==> src/rtl/mem_port_sched_pkg.sv <==
// Shared types and default parameters for the instruction/data memory port scheduler.
package mem_sched_pkg;

  typedef enum logic [1:0] {
    IDLE   = 2'd0,
    ACCESS = 2'd1,
    ACK    = 2'd2
  } sched_state_t;

  typedef enum logic {
    OWN_IF = 1'b0,
    OWN_DM = 1'b1
  } owner_t;

  localparam int MEM_LAT_DEF    = 1;
  localparam int STARVE_MAX_DEF = 4;

endpackage

==> src/rtl/mem_port_sched_starve_counter.sv <==
// Saturating count of data grants won against a pending fetch; at_max forces the next conflict to fetch.
module starve_counter #(
  parameter int STARVE_MAX = 4
) (
  input  logic                              clock,
  input  logic                              reset,
  input  logic                              inc,
  input  logic                              clr,
  output logic                              at_max,
  output logic [$clog2(STARVE_MAX+1)-1:0]   count
);

  localparam int W = $clog2(STARVE_MAX + 1);
  localparam logic [W-1:0] MAX_V = W'(STARVE_MAX);

  always_ff @(posedge clock) begin
    if (!reset) begin
      count <= '0;
    end else if (clr) begin
      count <= '0;
    end else if (inc && (count < MAX_V)) begin
      count <= count + 1'b1;
    end
  end

  assign at_max = (count >= MAX_V);

endmodule

==> src/rtl/mem_port_sched.sv <==
// Time-shares the single memory port between instruction fetch and data load/store requesters.
module mem_port_sched
  import mem_sched_pkg::*;
#(
  parameter int MEM_LAT    = MEM_LAT_DEF,
  parameter int STARVE_MAX = STARVE_MAX_DEF
) (
  input  logic        clock,
  input  logic        reset,
  input  logic        if_req,
  input  logic [31:0] if_addr,
  output logic        if_ack,
  output logic [31:0] if_rdata,
  input  logic        dm_req,
  input  logic        dm_we,
  input  logic [31:0] dm_addr,
  input  logic [31:0] dm_wdata,
  output logic        dm_ack,
  output logic [31:0] dm_rdata,
  output logic [31:0] mem_addr,
  output logic        mem_wr,
  output logic [31:0] mem_wdata,
  input  logic [31:0] mem_rdata,
  output logic        busy
);

  sched_state_t state, state_nxt;
  owner_t       owner_q;
  logic         we_q;
  logic [31:0]  rdata_q;
  logic [3:0]   wait_cnt;
  logic         wait_last;
  logic         any_req;
  logic         grant_dm;
  logic         grant_if;
  logic         at_max;
  logic [$clog2(STARVE_MAX+1)-1:0] starve_cnt;

  assign any_req   = if_req || dm_req;
  // Data keeps the port on a conflict until it has won STARVE_MAX times in a row.
  assign grant_dm  = (state == IDLE) && dm_req && (!if_req || !at_max);
  assign grant_if  = (state == IDLE) && if_req && !grant_dm;
  assign wait_last = (wait_cnt == 4'(MEM_LAT - 1));

  starve_counter #(
    .STARVE_MAX(STARVE_MAX)
  ) u_starve (
    .clock  (clock),
    .reset  (reset),
    .inc    (grant_dm && if_req),
    .clr    (grant_if),
    .at_max (at_max),
    .count  (starve_cnt)
  );

  always_ff @(posedge clock) begin
    if (!reset) begin
      state     <= IDLE;
      owner_q   <= OWN_IF;
      we_q      <= 1'b0;
      mem_addr  <= '0;
      mem_wdata <= '0;
      rdata_q   <= '0;
      wait_cnt  <= '0;
    end else begin
      state <= state_nxt;
      unique case (state)
        IDLE: begin
          wait_cnt <= '0;
          if (grant_dm) begin
            owner_q   <= OWN_DM;
            we_q      <= dm_we;
            mem_addr  <= dm_addr;
            mem_wdata <= dm_wdata;
          end else if (grant_if) begin
            owner_q  <= OWN_IF;
            we_q     <= 1'b0;
            mem_addr <= if_addr;
          end
        end
        ACCESS: begin
          if (!we_q) begin
            if (wait_last) rdata_q <= mem_rdata;
            else           wait_cnt <= wait_cnt + 1'b1;
          end
        end
        default: ;
      endcase
    end
  end

  always_comb begin
    state_nxt = state;
    unique case (state)
      IDLE:    if (any_req) state_nxt = ACCESS;
      ACCESS:  if (we_q || wait_last) state_nxt = ACK;
      ACK:     state_nxt = IDLE;
      default: state_nxt = IDLE;
    endcase
  end

  assign busy     = (state != IDLE);
  assign mem_wr   = (state == ACCESS) && we_q;
  assign if_ack   = (state == ACK) && (owner_q == OWN_IF);
  assign dm_ack   = (state == ACK) && (owner_q == OWN_DM);
  assign if_rdata = rdata_q;
  assign dm_rdata = rdata_q;

endmodule

==> config.mk <==
export PLATFORM = sky130hd
export DESIGN_NAME = mem_port_sched
export DESIGN_NICKNAME = d
export VERILOG_FILES = /design/src/rtl/mem_port_sched_pkg.sv /design/src/rtl/mem_port_sched_starve_counter.sv /design/src/rtl/mem_port_sched.sv
export SDC_FILE = /design/constraint.sdc
export NUM_CORES = 1
export LEC_CHECK = 0
export ABC_AREA = 1
export CAP_MARGIN = 20
export CORE_MARGIN = 4
export CORE_UTILIZATION = 39
export CTS_BUF_LIST = sky130_fd_sc_hd__clkbuf_8
export DETAILED_ROUTE_END_ITERATION = 10
export PLACE_DENSITY = 0.82
export SYNTH_ARGS = -nofsm -noshare
export SYNTH_HDL_FRONTEND = slang
export SYNTH_SLANG_ARGS = --single-unit
export TNS_END_PERCENT = 5
==> constraint.sdc <==
create_clock -name clock -period 1.7 [get_ports clock]
set_clock_uncertainty 0.05 [all_clocks]
set_input_delay 0.34 -clock clock [delete_from_list [all_inputs] [get_ports clock]]
set_output_delay 0.34 -clock clock [all_outputs]
set_load 0.005 [all_outputs]
==> results of run 1 <==
## worst paths after layout
check             cells after the start                          to  slack, ps
setup / recovery                      1                dm_rdata[31]         60
hold / removal                        3       state[1]$_SDFFE_PN0P_        270
setup reg to reg                      8   dm_rdata[20]$_SDFFE_PN0P_        160
hold reg to reg                       2  mem_wdata[25]$_SDFFE_PN0P_        400
## cells by family after synthesis
family	share of synthesized area, %
fa+ha+maj	0.820
compound gates	15.1
flops	46.8
simple gates	21.2
xor+xnor	0.383
buf+inv	15.6
## power by group
group	internal, mW	leakage (nW)	total, mW	switching, mW
combinational	1.13	2.14	1.87	0.742
sequential	2.80	0.891	2.98	0.178
clock	0.991	0.118	1.90	0.908
## layout by cell type (no fill, tap or decap), types with 2 or more instances in the layout
master           synthesis  final
buf_12                   0      5
ha_1                     3      3
inv_1                   74     73
clkdlybuf4s50_1          0    251
dlymetal6s2s_1           0      7
buf_4                   35     13
dfxtp_1                107     85
nand2_1                 90     89
clkbuf_8                 0      9
inv_2                    1      2
clkinvlp_4               0      2
nor2_1                 106    106
bufinv_16                0      3
o21ai_0                 67     67
a21oi_1                 38     38
dlygate4sd2_1            0      4
o21ai_1                 30     30
nand3_1                 37     37
dfxtp_2                  0     21
nor2_4                   2      2
## state kept, by name, summed over array words and instances (netlist names)
register and count:
owner_q 1, mem_wdata 32, wait_cnt 4, we_q 1
u_starve.count 3, mem_addr 32, state 2, dm_rdata 32
## repair_timing
item,CTS,global route
endpoints found under the setup margin,8,45
hold buffers,0,0
resized for setup,12,26
## per-layer routing
metal | global-route usage [%] | up-vias
li1 | - | 2396
met1 | 19.4 | 1975
met2 | 34.2 | 198
met3 | 8.45 | 27
met4 | 8.74 | 0
met5 | 0 | -
## stage by stage
stage	power, mW	util (%)	TNS (ps)	instances
finish	6.75	65.1	0	1005
global route	7.14	65.1	-108	1005
global placement	4.90	62.5	-3340	988
CTS	6.81	64.7	0	1004
floorplan	3.81	-	0	632
detailed placement	4.93	62.5	-4930	988
## layout make-up
| cell class | count | share of cell area [%] |
|---|---|---|
| clock inverter | 7 | 1.68 |
| antenna | 1 | 0.0335 |
| multi-input combinational | 381 | 23.2 |
| tap | 143 | 2.40 |
| timing repair buffer | 282 | 38.1 |
| inverter | 75 | 3.77 |
| clock buffer | 9 | 1.66 |
| sequential | 107 | 29.1 |
==> results_tabular.tex, run 1 <==
\begin{tabular}{lr}
\hline
Metric & Value \\
\hline
\multicolumn{2}{l}{\textbf{Synthesis}} \\
Primary FF master, synth & dfxtp\_1 \\
Ranking of synthesized cells by instance count & dfxtp\_1 (107), nor2\_1 (106), nand2\_1 (90) \\
Flip-flop and latch count after synthesis & 107 \\
Leading area contributor after synthesis & dfxtp\_1 \\
Top cells by area, synth & dfxtp\_1 (47\%), nor2\_1 (8.7\%), nand2\_1 (7.4\%) \\
Number of flops mapped to enable cells by yosys & 0 \\
Yosys warns & 0 \\
Mapped cell area & 0.00458 sq mm \\
Mapped Avg Cell Area & 7.24 sq um \\
Net Count, Synth & 768 \\
Post-synthesis instance total & 632 \\
Synth unique cells & 24 \\
Portion of the post-synthesis area used by sequential elements & 46.8\% \\
Most numerous cell in the Yosys netlist & dfxtp\_1 \\
Area fraction of the dominant cell type after synthesis & 46.8\% \\
Async set-or-reset flop fraction in the synthesized netlist & 0\% \\
\multicolumn{2}{l}{\textbf{Global routing}} \\
First-pass GRT wire length & 20,400 um \\
GRT Util Overall & 19.2\% \\
Number of antenna violations at the first check in global routing & 1 \\
Global-route congestion overflow total & 0 \\
Pin count of the biggest net entering global routing & 61 \\
Number of global-route vias before repair & 4,290 \\
\multicolumn{2}{l}{\textbf{Die}} \\
Total number of placement rows & 39 \\
Placeable core region & 0.0115 sq mm \\
Die span in y & 116 um \\
Die footprint & 0.0135 sq mm \\
Starting density of the core & 39.9\% \\
Die Wd & 116 um \\
Number of top-level pins & 265 \\
\multicolumn{2}{l}{\textbf{Worst setup path}} \\
Worst Path Class, Setup & reg2out \\
Ordered list of cells on the worst path & clkdlybuf4s50\_1 \\
CP Data Required Time & 1310 ps \\
Peak per-stage delay on the critical path & 520 ps \\
Beginning of the critical path & dm\_rdata[31]\$\_SDFFE\_PN0P\_ \\
Cell type group with the largest total delay on the critical path & buffers and inverters \\
CP Buf/Inv Count & 1 \\
Crit path max fanout & 3 \\
FF-to-FF Start & wait\_cnt[1]\$\_SDFFE\_PN0P\_ \\
Nature of the critical path startpoint & flip-flop \\
Crit end category & output port \\
Max stage delay cell, worst path & clkdlybuf4s50\_1 \\
WP data arrival & 1250 ps \\
\multicolumn{2}{l}{\textbf{Place}} \\
Pre-CTS setup slack & -107 ps \\
DP Area & 0.00717 sq mm \\
Dpl hpwl & 10,700 um \\
RePlAce Congestion & 0.802 \\
Buffers on Ports & 264 \\
\multicolumn{2}{l}{\textbf{STA}} \\
Setup-failing EPs final & 0 \\
Final Cycle Share & 96.7\% \\
Time the worst path needs with I/O delays and setup & 1640 ps \\
Fin worst setup slack & 55.9 ps \\
Transition time at the pin with the least slew margin & 527 ps \\
WHS & 273 ps \\
Max-slew headroom & 64.8\% \\
Maximum frequency from static timing analysis & 0.608 GHz \\
RSZ-0062 raised after global routing & yes \\
Max Transition Viols Final & 0 \\
Hold violation total from the final report & 0 \\
\multicolumn{2}{l}{\textbf{Hold path}} \\
Worst min-delay path category & in2reg \\
Min-delay src & reset \\
\multicolumn{2}{l}{\textbf{Drt}} \\
Post-DRT Antenna Nets & 0 \\
Via count & 4,596 \\
Final wirelength & 13,700 um \\
\# DRC & 0 \\
Post-detailed-route via-to-cell ratio & 4.57 \\
Met3 wire len & 1610 um \\
Routed wire length on met2 & 6720 um \\
DRC marker count from the first detailed-route iteration & 219 \\
First-pass DRT Iterations & 4 \\
WL/cell & 13.6 um \\
Top Metal Used & met4 \\
Wire length the detailed router placed on met1 & 4910 um \\
\multicolumn{2}{l}{\textbf{CTS}} \\
Source-to-sink clock delay at the later pin of the worst-skew pair & 370 ps \\
Max H-tree Level & 3 \\
Postcts setup bufs & 0 \\
Max Root-Sink Buffers & 2 \\
Clock transition at the registers of the reported paths & 110 ps \\
Clock root cell & clkbuf\_8 \\
TritonCTS Sinks & 107 \\
TritonCTS clock tree & done \\
TritonCTS Buffers & 9 \\
\multicolumn{2}{l}{\textbf{Cells and area}} \\
Fraction of layout cells with a size suffix above 1 & 7.43\% \\
Total Nets Final & 992 \\
Area of the multi-input gates & 0.00174 sq mm \\
Filler Cells Inserted & 1,005 \\
Reg area & 0.00217 sq mm \\
Post-route cell area & 0.00747 sq mm \\
P\&R area growth vs syn & 63.2\% \\
\multicolumn{2}{l}{\textbf{Job}} \\
Number of max-capacitance violations reported & 0 \\
\multicolumn{2}{l}{\textbf{Pwr}} \\
Max VDD drop & 0.498 mV \\
LEAKAGE & 3.15 nW \\
Pwr per Cell Area & 904 mW/mm\^{}2 \\
\multicolumn{2}{l}{\textbf{Status}} \\
Status & finished clean \\
\hline
\end{tabular}
No activity file was read; power rests on OpenSTA's default activity.
==> inputs of run 2 (changes only) <==
- CAP_MARGIN: 20 -> 25
- CORE_MARGIN: 4 -> default
==> run 2 against run 1 <==
Compared with the run above:
- final area is 1.2% lower
- global-route usage is 1.3 points higher
- setup slack worse by 9.9 ps
- sequential power hardly changed
- first-iteration DRC count is 18% higher
- critical endpoint is now mem_wr
- highest routed layer unchanged
==> results_tabular.tex, run 2 (synthesized netlist as in run 1, its figures left out) <==
\begin{tabular}{lr}
\hline
Metric & Value \\
\hline
\multicolumn{2}{l}{\textbf{Place}} \\
Buffers on Ports & 264 (unchanged) \\
RePlAce Congestion & 0.753 (-6.1\%) \\
Number of placed instances with taps included & 984 (-0.40\%) \\
Dpl hpwl & 9380 um (-12\%) \\
\multicolumn{2}{l}{\textbf{Drt}} \\
WL/cell & 12.9 um (-5.3\%) \\
Via count & 4,597 (+0.022\%) \\
Final wirelength & 12,900 um (-5.7\%) \\
Post-detailed-route via-to-cell ratio & 4.59 (+0.42\%) \\
First-pass DRT Iterations & 4 (unchanged) \\
DRC marker count from the first detailed-route iteration & 259 (+18\%) \\
\# DRC & 0 (unchanged) \\
Post-DRT Antenna Nets & 0 (unchanged) \\
\multicolumn{2}{l}{\textbf{Cells and area}} \\
P\&R area growth vs syn & 61.3\% \\
Most common cell after layout, fill and taps aside & clkdlybuf4s50\_1 \\
Post-layout instance count excluding filler cells & 1,001 (-0.40\%) \\
Filler Cells Inserted & 993 (-1.2\%) \\
Most frequent cells in the layout & clkdlybuf4s50\_1 (240), nor2\_1 (106), nand2\_1 (89), dfxtp\_1 (78), inv\_1 (73) \\
Fraction of layout cells with a size suffix above 1 & 8.04\% (+0.61 points) \\
Antenna diode instance count & 0 (-1) \\
Total Nets Final & 989 (-0.30\%) \\
\multicolumn{2}{l}{\textbf{Die}} \\
Starting density of the core & 40.1\% (+0.17 points) \\
Die span in y & 110 um (-5.2\%) \\
Number of top-level pins & 265 (unchanged) \\
Die Wd & 110 um (-5.2\%) \\
Placeable core region & 0.0114 sq mm (-0.42\%) \\
Die footprint & 0.0122 sq mm (-10\%) \\
Total number of placement rows & 39 (unchanged) \\
\multicolumn{2}{l}{\textbf{Hold path}} \\
Worst min-delay path category & reg2reg \\
\multicolumn{2}{l}{\textbf{STA}} \\
Setup-failing EPs final & 0 (unchanged) \\
Transition time at the pin with the least slew margin & 536 ps (+9.10 ps) \\
Final Cycle Share & 97.3\% (+0.58 points) \\
RSZ-0062 raised after global routing & yes \\
Maximum frequency from static timing analysis & 0.605 GHz (-0.60\%) \\
Max-slew headroom & 64.2\% (-0.61 points) \\
Max Transition Viols Final & 0 (unchanged) \\
Time the worst path needs with I/O delays and setup & 1650 ps (+9.87 ps) \\
Final-layout setup total negative slack & 0 ps (unchanged) \\
Hold violation total from the final report & 0 (unchanged) \\
\multicolumn{2}{l}{\textbf{CTS}} \\
Source-to-sink clock delay at the later pin of the worst-skew pair & 370 ps (about the same) \\
TritonCTS Sinks & 107 (unchanged) \\
Clock root cell & clkbuf\_8 \\
Postcts setup bufs & 0 (unchanged) \\
Clock transition at the registers of the reported paths & 100 ps (about the same) \\
Hold-fix buffer count after cts & 0 (unchanged) \\
TritonCTS clock tree & done \\
TritonCTS Buffers & 9 (unchanged) \\
Max Root-Sink Buffers & 2 (unchanged) \\
Max H-tree Level & 3 (unchanged) \\
\multicolumn{2}{l}{\textbf{Worst setup path}} \\
Cell type group with the largest total delay on the critical path & flip-flops \\
WP data arrival & 1260 ps (about the same) \\
Peak per-stage delay on the critical path & 350 ps (-170 ps) \\
Ordered list of cells on the worst path & inv\_2 -> nand2\_2 -> nor2\_1 -> dlygate4sd2\_1 \\
Worst Path Class, Setup & reg2out \\
CP Buf/Inv Count & 2 (+1) \\
Max stage delay cell, worst path & dfxtp\_2 \\
Crit path max fanout & 4 (+1) \\
Nature of the critical path startpoint & flip-flop \\
CP Data Required Time & 1310 ps (about the same) \\
Crit end category & output port \\
\multicolumn{2}{l}{\textbf{Pwr}} \\
Pwr per Cell Area & 847 mW/mm\^{}2 (-6.3\%) \\
Post-route total power & 6.25 mW (-7.4\%) \\
LEAKAGE & 3.26 nW (+3.5\%) \\
Max VDD drop & 0.424 mV (-15\%) \\
\multicolumn{2}{l}{\textbf{Global routing}} \\
GRT Util Overall & 20.5\% (+1.3 points) \\
Number of global-route vias before repair & 3,884 (-9.5\%) \\
Global-route congestion overflow total & 0 (unchanged) \\
Pin count of the biggest net entering global routing & 100 (+64\%) \\
Number of antenna violations at the first check in global routing & 0 (-1) \\
First-pass GRT wire length & 19,000 um (-7.0\%) \\
\multicolumn{2}{l}{\textbf{Job}} \\
Number of max-capacitance violations reported & 0 (unchanged) \\
\multicolumn{2}{l}{\textbf{Status}} \\
Status & finished clean \\
\hline
\end{tabular}
-- run 2: changes by cell type in the layout (fill, tap and decap cells not counted), moves of 3 or more --
cell and change:
dlymetal6s2s_1 +10, bufinv_16 -3, dfxtp_1 -7, clkdlybuf4s50_1 -11, dfxtp_2 +7
-- run 2: through the flow --
step / hold WS (ps) / setup WS (ps) / cell area, sq um / util, %
after floorplan: 390 / 342 / 4580 / -
after global placement: 381 / -204 / 7110 / 62.3
after detailed placement: 384 / -251 / 7110 / 62.3
after CTS: 370 / 1.19 / 7300 / 63.9
after global routing: 428 / -39.6 / 7380 / 64.6
final: 398 / 46.0 / 7380 / 64.6
-- run 2: final timing paths --
path                         startpoint                          to  slack, ps  cells after the start
min reg2reg  mem_wdata[10]$_SDFFE_PN0P_  mem_wdata[10]$_SDFFE_PN0P_        400                      2
max reg2reg    wait_cnt[0]$_SDFFE_PN0P_   dm_rdata[14]$_SDFFE_PN0P_        130                      8
max               state[1]$_SDFFE_PN0P_                      mem_wr         50                      4
min          mem_wdata[10]$_SDFFE_PN0P_  mem_wdata[10]$_SDFFE_PN0P_        400                      2
-- run 2: final cells by class --
| cell class | count | area [sq um] | area share [%] |
|---|---|---|---|
| Timing Repair Buffer | 278 | 2820 | 38.1 |
| Sequential cell | 107 | 2180 | 29.6 |
| Multi-Input combinational cell | 382 | 1740 | 23.6 |
| Inverter | 75 | 282 | 3.81 |
| Tap cell | 143 | 179 | 2.42 |
| Clock buffer | 10 | 138 | 1.87 |
| Clock inverter | 6 | 41.3 | 0.560 |
-- run 2: power by group --
| part | switching [mW] | internal (mW) | total [mW] |
|---|---|---|---|
| Clock | 0.870 | 0.570 | 1.44 |
| Sequential | 0.180 | 2.81 | 2.99 |
| Combinational | 0.731 | 1.09 | 1.82 |
-- run 2: worst register-to-register path, delay by kind of cell, from the launching register on --
family	cells	cell delay [ps]
simple gates	4	480
flops	1	410
buf+inv	3	340
fa+ha+maj	1	190
-- run 2: repair_timing --
action | 4_1_cts | 5_1_grt
gates resized for setup | 16 | 41
endpoints found under the setup margin | 12 | 75
cloned | 0 | 1
pin swaps | 0 | 1
-- run 2: per-layer routing --
layer  up-vias  global-route usage, %  wire, um
met1      1998                   22.4      4840
met3        17                   7.64      1240
met5         -                      0         0
met2       185                   36.0      6620
met4         0                   7.61       207
li1       2397                      -         -
==> inputs of run 3 (changes only) <==
- ABC_CLOCK_PERIOD_IN_PS: default -> 1700
==> results of run 3 <==
Same layout as run 2: the final DEF is identical, and so are final timing and power.
